--- src/rtl/vram_pkg.sv ---
// vram_pkg: shared types and constants for the VRAM copy blocks.
//   copier_state_e   - sync_copier FSM states
//   RdLatencyMin/Max - legal range of the source read latency
package vram_pkg;

    typedef enum logic [1:0] {
        StIdle  = 2'd0,  // no reads in flight
        StRead  = 2'd1,  // issuing reads
        StDrain = 2'd2   // waiting out the read pipeline
    } copier_state_e;

    localparam int unsigned RdLatencyMin = 1;
    localparam int unsigned RdLatencyMax = 4;

endpackage

--- src/rtl/sync_copier_if.sv ---
// sync_copier_if: memory-side bus of the copier.
//   addr_from/rden_from/rddata_from - source read port
//   addr_to/byteena_to/wrdata_to/wren_to - destination write port
//   master: the copier; slave: the memories.
interface sync_copier_if #(
    parameter int unsigned DATA_WIDTH = 64,
    parameter int unsigned ADDR_WIDTH = 11
);

    logic [ADDR_WIDTH-1:0]   addr_from;
    logic                    rden_from;
    logic [DATA_WIDTH-1:0]   rddata_from;
    logic [ADDR_WIDTH-1:0]   addr_to;
    logic [DATA_WIDTH/8-1:0] byteena_to;
    logic [DATA_WIDTH-1:0]   wrdata_to;
    logic                    wren_to;

    modport master (
        output addr_from, rden_from, addr_to, byteena_to, wrdata_to, wren_to,
        input  rddata_from
    );

    modport slave (
        input  addr_from, rden_from, addr_to, byteena_to, wrdata_to, wren_to,
        output rddata_from
    );

endinterface

--- src/rtl/addr_delay_line.sv ---
// addr_delay_line: RD_LATENCY-deep address/valid shift register that lines the
// write address up with source read data.
//   clk, rst_n          - clock, async active-low reset (clears all stages)
//   in_addr, in_valid   - read address / read enable entering the line
//   out_addr, out_valid - delayed address / valid (write side)
//   inflight            - a valid entry sits in a stage before the output
module addr_delay_line #(
    parameter int unsigned ADDR_WIDTH = 11,
    parameter int unsigned RD_LATENCY = 1
) (
    input  logic                  clk,
    input  logic                  rst_n,
    input  logic [ADDR_WIDTH-1:0] in_addr,
    input  logic                  in_valid,
    output logic [ADDR_WIDTH-1:0] out_addr,
    output logic                  out_valid,
    output logic                  inflight
);

    logic [ADDR_WIDTH-1:0] addr_q [RD_LATENCY];
    logic [RD_LATENCY-1:0] valid_q;

    always_ff @(posedge clk or negedge rst_n) begin
        if (!rst_n) begin
            valid_q <= '0;
            for (int i = 0; i < RD_LATENCY; i++) begin
                addr_q[i] <= '0;
            end
        end else begin
            addr_q[0]  <= in_addr;
            valid_q[0] <= in_valid;
            for (int i = 1; i < RD_LATENCY; i++) begin
                addr_q[i]  <= addr_q[i-1];
                valid_q[i] <= valid_q[i-1];
            end
        end
    end

    assign out_addr  = addr_q[RD_LATENCY-1];
    assign out_valid = valid_q[RD_LATENCY-1];

    // The output stage is excluded: once only it is valid, the line is empty
    // after the next edge.
    if (RD_LATENCY > 1) begin : gen_inflight
        assign inflight = |valid_q[RD_LATENCY-2:0];
    end else begin : gen_no_inflight
        assign inflight = 1'b0;
    end

endmodule

--- src/rtl/sync_copier.sv ---
// sync_copier: copies a (wrapping) address region from a source memory to a
// destination memory, one word per cycle.
//   clk, rst_n          - clock, async active-low reset
//   sync                - start pulse (queued one-deep while busy)
//   sync_base, sync_len - first address, word count minus 1
//   abort               - cancel the running copy (in-flight writes finish)
//   clr_done            - clear done while idle
//   busy, done, pending - status: copying, sticky completion, request queued
//   mem                 - source read / destination write bus
module sync_copier
    import vram_pkg::*;
#(
    parameter int unsigned DATA_WIDTH = 64,
    parameter int unsigned ADDR_WIDTH = 11,
    parameter int unsigned MAX_ADDR   = 2047,
    parameter int unsigned RD_LATENCY = 1
) (
    input  logic                  clk,
    input  logic                  rst_n,
    input  logic                  sync,
    input  logic [ADDR_WIDTH-1:0] sync_base,
    input  logic [ADDR_WIDTH-1:0] sync_len,
    input  logic                  abort,
    input  logic                  clr_done,
    output logic                  busy,
    output logic                  done,
    output logic                  pending,
    sync_copier_if.master         mem
);

    // Illegal latencies clamp to the legal range.
    localparam int unsigned Lat = (RD_LATENCY < RdLatencyMin) ? RdLatencyMin :
                                  (RD_LATENCY > RdLatencyMax) ? RdLatencyMax : RD_LATENCY;
    localparam logic [ADDR_WIDTH-1:0] MaxAddr = ADDR_WIDTH'(MAX_ADDR);

    copier_state_e         state_q, state_d;
    logic [ADDR_WIDTH-1:0] addr_q, addr_d;
    logic [ADDR_WIDTH-1:0] cnt_q, cnt_d;      // reads still to issue after this one
    logic [ADDR_WIDTH-1:0] qbase_q, qbase_d;
    logic [ADDR_WIDTH-1:0] qlen_q, qlen_d;
    logic                  done_q, done_d;
    logic                  pending_q, pending_d;
    logic                  aborted_q, aborted_d;
    logic                  launch;
    logic                  rden;
    logic [ADDR_WIDTH-1:0] next_addr;
    logic [ADDR_WIDTH-1:0] pipe_addr;
    logic                  pipe_valid;
    logic                  inflight;

    assign next_addr = (addr_q == MaxAddr) ? '0 : addr_q + 1'b1;

    // State register
    always_ff @(posedge clk or negedge rst_n) begin
        if (!rst_n) begin
            state_q <= StIdle;
        end else begin
            state_q <= state_d;
        end
    end

    // Datapath registers
    always_ff @(posedge clk or negedge rst_n) begin
        if (!rst_n) begin
            addr_q    <= '0;
            cnt_q     <= '0;
            qbase_q   <= '0;
            qlen_q    <= '0;
            done_q    <= 1'b0;
            pending_q <= 1'b0;
            aborted_q <= 1'b0;
        end else begin
            addr_q    <= addr_d;
            cnt_q     <= cnt_d;
            qbase_q   <= qbase_d;
            qlen_q    <= qlen_d;
            done_q    <= done_d;
            pending_q <= pending_d;
            aborted_q <= aborted_d;
        end
    end

    // Next state
    always_comb begin
        state_d   = state_q;
        addr_d    = addr_q;
        cnt_d     = cnt_q;
        qbase_d   = qbase_q;
        qlen_d    = qlen_q;
        done_d    = done_q;
        pending_d = pending_q;
        aborted_d = aborted_q;
        launch    = 1'b0;

        unique case (state_q)
            StIdle: begin
                if (sync) begin
                    state_d   = StRead;
                    addr_d    = sync_base;
                    cnt_d     = sync_len;
                    done_d    = 1'b0;
                    aborted_d = 1'b0;
                end else if (clr_done) begin
                    done_d = 1'b0;
                end
            end
            StRead: begin
                // Also ends the one-cycle done pulse of a back-to-back launch.
                done_d = 1'b0;
                if (abort || cnt_q == '0) begin
                    state_d = StDrain;
                end else begin
                    addr_d = next_addr;
                    cnt_d  = cnt_q - 1'b1;
                end
            end
            StDrain: begin
                if (!inflight) begin
                    done_d = !(aborted_q || abort);
                    // A sync arriving on this very edge is newer than the queue.
                    if (!abort && (sync || pending_q)) begin
                        launch    = 1'b1;
                        state_d   = StRead;
                        addr_d    = sync ? sync_base : qbase_q;
                        cnt_d     = sync ? sync_len : qlen_q;
                        pending_d = 1'b0;
                        aborted_d = 1'b0;
                    end else begin
                        state_d = StIdle;
                    end
                end
            end
            default: state_d = StIdle;
        endcase

        if (state_q != StIdle && !launch) begin
            if (abort) begin
                pending_d = 1'b0;
                aborted_d = 1'b1;
            end else if (sync) begin
                pending_d = 1'b1;
                qbase_d   = sync_base;
                qlen_d    = sync_len;
            end
        end
    end

    // Outputs
    always_comb begin
        busy           = (state_q != StIdle);
        rden           = (state_q == StRead);
        mem.rden_from  = rden;
        mem.addr_from  = addr_q;
        mem.addr_to    = pipe_addr;
        mem.wren_to    = pipe_valid;
        mem.byteena_to = {(DATA_WIDTH/8){pipe_valid}};
        mem.wrdata_to  = mem.rddata_from;
    end

    assign done    = done_q;
    assign pending = pending_q;

    addr_delay_line #(
        .ADDR_WIDTH (ADDR_WIDTH),
        .RD_LATENCY (Lat)
    ) u_addr_delay_line (
        .clk       (clk),
        .rst_n     (rst_n),
        .in_addr   (addr_q),
        .in_valid  (rden),
        .out_addr  (pipe_addr),
        .out_valid (pipe_valid),
        .inflight  (inflight)
    );

endmodule

--- src/flat_wrapper.sv ---
// flat-port wrapper written by rule: the top's interface ports become plain ports
module sync_copier_flat import vram_pkg::*;
#(
    parameter int unsigned DATA_WIDTH = 64,
    parameter int unsigned ADDR_WIDTH = 11,
    parameter int unsigned MAX_ADDR   = 2047,
    parameter int unsigned RD_LATENCY = 1
)
  (clk, rst_n, sync, sync_base, sync_len, abort, clr_done, busy, done, pending, mem_addr_from, mem_rden_from, mem_addr_to, mem_byteena_to, mem_wrdata_to, mem_wren_to, mem_rddata_from);
  sync_copier_if #(.DATA_WIDTH(DATA_WIDTH), .ADDR_WIDTH(ADDR_WIDTH)) mem_i ();
  input  logic clk;
  input  logic rst_n;
  input  logic sync;
  input  logic [ADDR_WIDTH-1:0] sync_base;
  input  logic [ADDR_WIDTH-1:0] sync_len;
  input  logic abort;
  input  logic clr_done;
  output logic busy;
  output logic done;
  output logic pending;
  output wire logic [$bits(mem_i.addr_from)-1:0] mem_addr_from;
  output wire logic [$bits(mem_i.rden_from)-1:0] mem_rden_from;
  output wire logic [$bits(mem_i.addr_to)-1:0] mem_addr_to;
  output wire logic [$bits(mem_i.byteena_to)-1:0] mem_byteena_to;
  output wire logic [$bits(mem_i.wrdata_to)-1:0] mem_wrdata_to;
  output wire logic [$bits(mem_i.wren_to)-1:0] mem_wren_to;
  input wire logic [$bits(mem_i.rddata_from)-1:0] mem_rddata_from;
  assign mem_addr_from = mem_i.addr_from;
  assign mem_rden_from = mem_i.rden_from;
  assign mem_addr_to = mem_i.addr_to;
  assign mem_byteena_to = mem_i.byteena_to;
  assign mem_wrdata_to = mem_i.wrdata_to;
  assign mem_wren_to = mem_i.wren_to;
  assign mem_i.rddata_from = mem_rddata_from;
  sync_copier #(.DATA_WIDTH(DATA_WIDTH), .ADDR_WIDTH(ADDR_WIDTH), .MAX_ADDR(MAX_ADDR), .RD_LATENCY(RD_LATENCY)) u_core (.clk(clk), .rst_n(rst_n), .sync(sync), .sync_base(sync_base), .sync_len(sync_len), .abort(abort), .clr_done(clr_done), .busy(busy), .done(done), .pending(pending), .mem(mem_i));
endmodule
--- config.mk ---
export PLATFORM = sky130hd
export DESIGN_NAME = sync_copier_flat
export DESIGN_NICKNAME = d
export VERILOG_FILES = /design/src/rtl/vram_pkg.sv /design/src/rtl/sync_copier_if.sv /design/src/rtl/addr_delay_line.sv /design/src/rtl/sync_copier.sv /design/src/flat_wrapper.sv
export SDC_FILE = /design/constraint.sdc
export NUM_CORES = 1
export LEC_CHECK = 0
export ABC_AREA = 1
export CORE_MARGIN = 2
export CORE_UTILIZATION = 24
export CTS_CLUSTER_DIAMETER = 150
export DETAILED_ROUTE_END_ITERATION = 8
export GPL_ROUTABILITY_DRIVEN = 1
export HOLD_SLACK_MARGIN = 0.08
export SLEW_MARGIN = 40
export SYNTH_ARGS = -nofsm -noshare
export SYNTH_HDL_FRONTEND = slang
export SYNTH_SLANG_ARGS = --single-unit
--- constraint.sdc ---
create_clock -name clk -period 1.65 [get_ports clk]
set_input_delay 0.33 -clock clk [delete_from_list [all_inputs] [get_ports clk]]
set_output_delay 0.33 -clock clk [all_outputs]
set_load 0.02 [all_outputs]
==> results.json, run 1 <==
{
  "grt_max_degree": 62,
  "dp_slack_ns": -0.202,
  "period_minus_slack_ns": 1.66,
  "max_freq_ghz": 0.603,
  "place_inst": 783,
  "area_growth_pct": 33.0,
  "avgViaCountPerCell": 4.33,
  "synth_area_sq_um": 3970,
  "fin_nets": 690,
  "rows": 47,
  "drt_wl_total_um": 11100,
  "h-tree-depth": 3,
  "vias": 3544,
  "fin_cells": 818,
  "finalHoldViolations": 0,
  "dr.pass1.iters": 4,
  "ys_ff_latch": 61,
  "ys_seq_area_share_pct": 38.4,
  "grt_pass1_vias": 3355,
  "die_y_um": 133,
  "core_area_sq_um": 16400,
  "drcViolationCount": 0,
  "p_per_area_nw_per_um2": 2180,
  "cts_tree": "done",
  "track_usage_pct": 12.2,
  "antenna_found_initial": 0,
  "overflow": 0,
  "status": "finished, violations left",
  "p_leak_nw": 2.47,
  "syn_nets": 654,
  "die_x_um": 133,
  "cap_violations": 0,
  "hold_ws_ns": 0.426,
  "clk_pin_slew_ns": 0.05,
  "hold_path_depth": 0,
  "cp_data_arrival_time_ns": 1.92,
  "end_kind": "register",
  "crit_fanout": 6,
  "layout_worst_path_cycle_share_pct": 101,
  "dr.first_iter.drc_count": 257,
  "routabilityCongestion": 0.801,
  "wl_per_cell_um": 13.6,
  "antenna_cells": 0,
  "synth_cell_types": 28,
  "finalMaxSlewViolations": 0,
  "cts_buffer_depth": 2,
  "violations": "negative setup slack",
  "ant_nets": 0,
  "setup_slack_ns": -0.00969,
  "worst_slew_pin_slew_ns": 0.330,
  "path_class": "register to register",
  "start_util_pct": 24.2,
  "slew_headroom_pct": 77.4,
  "clock_sinks": 61,
  "grt_pass1_wl_um": 17000,
  "die_area_sq_um": 17600,
  "min_path_type": "register to register",
  "drive_above_1_share_pct": 22.6,
  "syn-mean-instance-area_sq_um": 7.13,
  "hpwl_um": 6810,
  "rsz0062_at_grt": "true",
  "cp.required_ns": 1.91,
  "portBuffers": 61,
  "cts-buffers-inserted": 9,
  "syn_inst": 557,
  "io_pins": 190,
  "r2r_slack_ns": -0.01,
  "ir_drop_mv": 1.17,
  "root_buffer": "clkbuf_16",
  "insertion_delay_ns": 0.34,
  "rr_worst_depth": 11,
  "ys_warn_count": 0,
  "finalClockSkew_ns": 0.00783,
  "startpoint_type": "register",
  "setup_viol": 6
}
-- worst max-delay path, stage by stage (launching register included) --
cell and delay [ns]:
dfrtp_1 0.39, buf_6 0.14, ha_4 0.16, inv_4 0.07, nor2_4 0.04, inv_2 0.08
o21ai_4 0.07, nor2_4 0.19, buf_12 0.17, clkbuf_16 0.15, nand2_1 0.05, o21ai_1 0.06
-- layer usage --
metal  vias to the layer above  share of wire (%)  global-route usage [%]  wire, um
met1                      1660                 48                    16.5      5300
met2                        92                 45                    18.3      5020
met3                        12                5.5                    3.49       616
met4                         0                1.7                    4.96       184
li1                       1780                  -                       -         -
met5                         -                  0                       0         0
-- synthesized netlist by cell type (all sizes together) --
| library cell | number | area, sq um |
|---|---|---|
| nand4 | 5 | 31.3 |
| nand3 | 20 | 100 |
| a21oi | 23 | 115 |
| or2 | 5 | 31.3 |
| o41ai | 1 | 8.76 |
| xor2 | 1 | 8.76 |
| nor2 | 50 | 198 |
| o21a | 1 | 7.51 |
| clkbuf | 10 | 37.5 |
| a22oi | 1 | 7.51 |
| o21ai | 77 | 389 |
| inv | 50 | 188 |
| nand2 | 157 | 594 |
| buf | 84 | 621 |
| nor3 | 2 | 10.0 |
| a2111oi | 1 | 8.76 |
| dfrtp | 61 | 1530 |
| o21bai | 1 | 7.51 |
| ha | 6 | 75.1 |
| a31o | 1 | 8.76 |
-- where the power goes --
| part | switching, mW | internal [mW] | total, mW | leakage [nW] |
|---|---|---|---|---|
| registers | 0.466 | 2.22 | 2.68 | 0.759 |
| clock network | 0.692 | 1.20 | 1.89 | 0.149 |
| logic | 3.87 | 3.06 | 6.93 | 1.56 |
| total | 5.03 | 6.48 | 11.5 | 2.47 |
-- final timing paths --
kind                                         start                                    to
max in group asynchronous                    rst_n               u_core.mem.addr_from[0]
setup reg to reg                 u_core.state_q[1]                      u_core.qlen_q[0]
setup / recovery                 u_core.state_q[1]                      u_core.qlen_q[0]
hold / removal             u_core.mem.addr_from[1]  u_core.u_addr_delay_line.out_addr[1]
hold reg to reg            u_core.mem.addr_from[1]  u_core.u_addr_delay_line.out_addr[1]
min in group asynchronous                    rst_n                      u_core.qlen_q[0]
-- state kept, by name, summed over array words and instances, names as in the netlist --
name,flops
u_core.pending,1
u_core.state_q,2
u_core.qlen_q,11
u_core.done,1
u_core.cnt_q,11
u_core.u_addr_delay_line.out_addr,11
u_core.mem.addr_from,11
u_core.aborted_q,1
u_core.u_addr_delay_line.out_valid,1
u_core.qbase_q,11
-- cell families (layout without fill, tap and decap cells) --
group	after synthesis	after routing	synth area share, %
AND/OR/NAND/NOR	239	239	24.3
AO/OA/AOI/OAI	106	106	13.9
XOR/XNOR	1	1	0.220
buffers and inverters	144	185	21.3
adder cells (fa/ha/maj)	6	6	1.89
flip-flops	61	61	38.4
-- per-stage QoR --
step	util, %	TNS (ns)	area, sq um	power [mW]
after floorplan	-	0	3980	6.55
after global placement	27.7	-5.84	4550	8.51
after detailed placement	27.7	-7.08	4550	8.57
after CTS	30.2	-0.224	4950	10.8
after global routing	32.2	-1.75	5290	12.5
final	32.2	-0.0323	5290	11.5
-- layout by cell type (no fill, tap or decap), drive strengths merged, types with 6 or more instances in the layout --
cell type and instances:
clkbuf 16, nor2 50, dfrtp 61, nand3 20, nand2 157, ha 6, inv 49, a21oi 23
clkdlybuf4s50 36, o21ai 77, buf 55, dlygate4sd2 21
-- timing repair --
| action | CTS | global route |
|---|---|---|
| setup endpoints to repair | 31 | 48 |
| endpoints found under the hold margin | 61 | 0 |
| pin swaps | 5 | 12 |
| resized for setup | 41 | 53 |
| cloned | 2 | 7 |
| hold buffers | 1 | 0 |
| setup buffers | 4 | 7 |
-- area by class of cell --
type	count	area (sq um)
tap	220	275
clock buffer	11	243
clock inverter	5	50.0
fill	1718	11100
inverter	50	194
sequential	61	1530
timing repair buffer	119	1220
multi-input combinational	352	1770
Note: power is estimated with default switching activity, not from simulation.
==> run 2: changes to the inputs <==
--- a/config.mk
+++ b/config.mk
@@ -7,11 +7,13 @@
 export LEC_CHECK = 0
 export ABC_AREA = 1
 export CORE_MARGIN = 2
-export CORE_UTILIZATION = 24
+export CORE_UTILIZATION = 42
 export CTS_CLUSTER_DIAMETER = 150
 export DETAILED_ROUTE_END_ITERATION = 8
 export GPL_ROUTABILITY_DRIVEN = 1
 export HOLD_SLACK_MARGIN = 0.08
+export PLACE_DENSITY = 0.82
+export SETUP_SLACK_MARGIN = 0.1
 export SLEW_MARGIN = 40
 export SYNTH_ARGS = -nofsm -noshare
 export SYNTH_HDL_FRONTEND = slang
==> results.json, run 2 (synthesis gave the netlist of run 1 again) <==
{
  "final_area_sq_um": 5190,
  "dr.pass1.iters": 5,
  "finalClockSkew_ns": 0.0138,
  "cts_tree": "done",
  "rows": 35,
  "grt_max_degree": 29,
  "cap_violations": 0,
  "dpl_cell_area_sq_um": 4420,
  "antenna_cells": 0,
  "timing.rr.start": "u_core.state_q[1]",
  "end_kind": "register",
  "r2r_slack_ns": -0.11,
  "drive_above_1_share_pct": 25.6,
  "rr_worst_depth": 13,
  "critPathLaunch": "u_core.state_q[1]",
  "fill_cells": 779,
  "grt_use_met2_pct": 35.8,
  "min_from": "u_core.mem.addr_from[1]",
  "p_per_area_nw_per_um2": 2300,
  "drt_wl_total_um": 11200,
  "final_cell_mix": "nand2_1 (143), dfrtp_1 (53), buf_4 (44)",
  "layout_worst_path_cycle_share_pct": 107,
  "portBuffers": 61,
  "cts-buffers-inserted": 9,
  "rsz0062_at_grt": "true",
  "rr_endpoint": "u_core.cnt_q[7]",
  "routabilityCongestion": 0.880,
  "grt_pass1_wl_um": 17300,
  "finalHoldViolations": 0,
  "worst_slew_pin_slew_ns": 0.499,
  "max_freq_ghz": 0.569,
  "violations": "negative setup slack",
  "grt_pass1_vias": 3714,
  "track_usage_pct": 21.4,
  "die_y_um": 101,
  "io_pins": 190,
  "antenna_found_initial": 0,
  "fin_nets": 697,
  "root_buffer": "clkbuf_8",
  "period_minus_slack_ns": 1.76,
  "final_common_cell": "nand2_1",
  "slew_headroom_pct": 66.7,
  "vias": 3919,
  "met1_usage_pct": 24.9,
  "setup_slack_ns": -0.108,
  "min_path_type": "register to register",
  "core_area_sq_um": 9200,
  "clk_pin_slew_ns": 0.08,
  "clock_sinks": 61,
  "finalMaxSlewViolations": 0,
  "hpwl_um": 6610,
  "path_class": "register to register",
  "h-tree-depth": 3,
  "met3_usage_pct": 6.35,
  "ir_drop_mv": 0.837,
  "overflow": 0,
  "setup_viol": 20,
  "status": "finished, violations left",
  "cp_data_arrival_time_ns": 1.99,
  "startpoint_type": "register",
  "dr.first_iter.drc_count": 302,
  "p_leak_nw": 2.51,
  "power_mw": 11.9,
  "fin_util_pct": 56.4,
  "crit_fanout": 5,
  "area_growth_pct": 30.5,
  "avgViaCountPerCell": 5.47,
  "globalRoute.busiestLayer": "met2",
  "drcViolationCount": 0,
  "cts_buffer_depth": 2,
  "cp.required_ns": 1.89,
  "wl_per_cell_um": 15.7,
  "insertion_delay_ns": 0.35,
  "min_to": "u_core.u_addr_delay_line.out_addr[1]",
  "ant_nets": 0,
  "start_util_pct": 43.2,
  "die_area_sq_um": 10300,
  "finalSetupTns_ns": -1.36,
  "hold_path_depth": 0,
  "die_x_um": 101
}
## run 2: repair_timing
item                                   in CTS  in global routing
hold buffers                                1                  0
pin swaps                                  11                 10
setup endpoints to repair                  78                 52
buffers inserted                           16                  4
endpoints found under the hold margin      17                  0
cloned                                      4                  2
gates resized for setup                   101                 32
## run 2: critical path, cell delays in order (launching register included)
cell and delay (ns):
dfrtp_1 0.42, inv_2 0.11, ha_4 0.16, inv_4 0.04
or2_4 0.23, nand2_1 0.08, nor2_2 0.05, nand2_4 0.08
buf_6 0.12, buf_6 0.09, buf_12 0.12, nor2_4 0.04
nand2_1 0.05, nand2_1 0.05
## run 2: area by class of cell
cell class                      count  area, sq um  area share, %
Inverter                           50          198           3.81
Timing Repair Buffer              126         1270           24.5
Tap cell                          111          139           2.68
Clock inverter                      5          100           1.93
Multi-Input combinational cell    352         1810           34.9
Clock buffer                       11          131           2.53
Sequential cell                    61         1540           29.6
## run 2: per-layer routing
layer	routed length, um	up-vias
met5	0	-
met4	503	0
met3	964	65
met2	5500	239
met1	4280	1829
li1	-	1786
## run 2: per-stage QoR
step	hold WS, ns	worst slack (ns)	std cells
finish	0.440	-0.108	716
global route	0.452	-0.155	716
CTS	0.436	-0.0674	711
detailed placement	0.323	-0.257	674
global placement	0.321	-0.125	674
floorplan	0.0344	0.0883	557
## run 2: worst max path at each step
stage	to	slack [ns]	cells past startpoint
6_report	u_core.cnt_q[7]	-0.11	13
2_1_floorplan	u_core.mem.addr_from[9]	0.09	11
4_1_cts	busy	-0.07	4
3_5_place_dp	u_core.cnt_q[3]	-0.26	8
5_1_grt	u_core.mem.addr_from[9]	-0.16	13
3_3_place_gp	u_core.mem.addr_from[5]	-0.13	7
## run 2: power breakdown
| part | internal, mW | leakage, nW | switching, mW |
|---|---|---|---|
| Clock | 1.00 | 0.117 | 0.602 |
| Sequential | 2.23 | 0.750 | 0.508 |
| Combinational | 3.38 | 1.64 | 4.20 |
| Total | 6.61 | 2.51 | 5.31 |
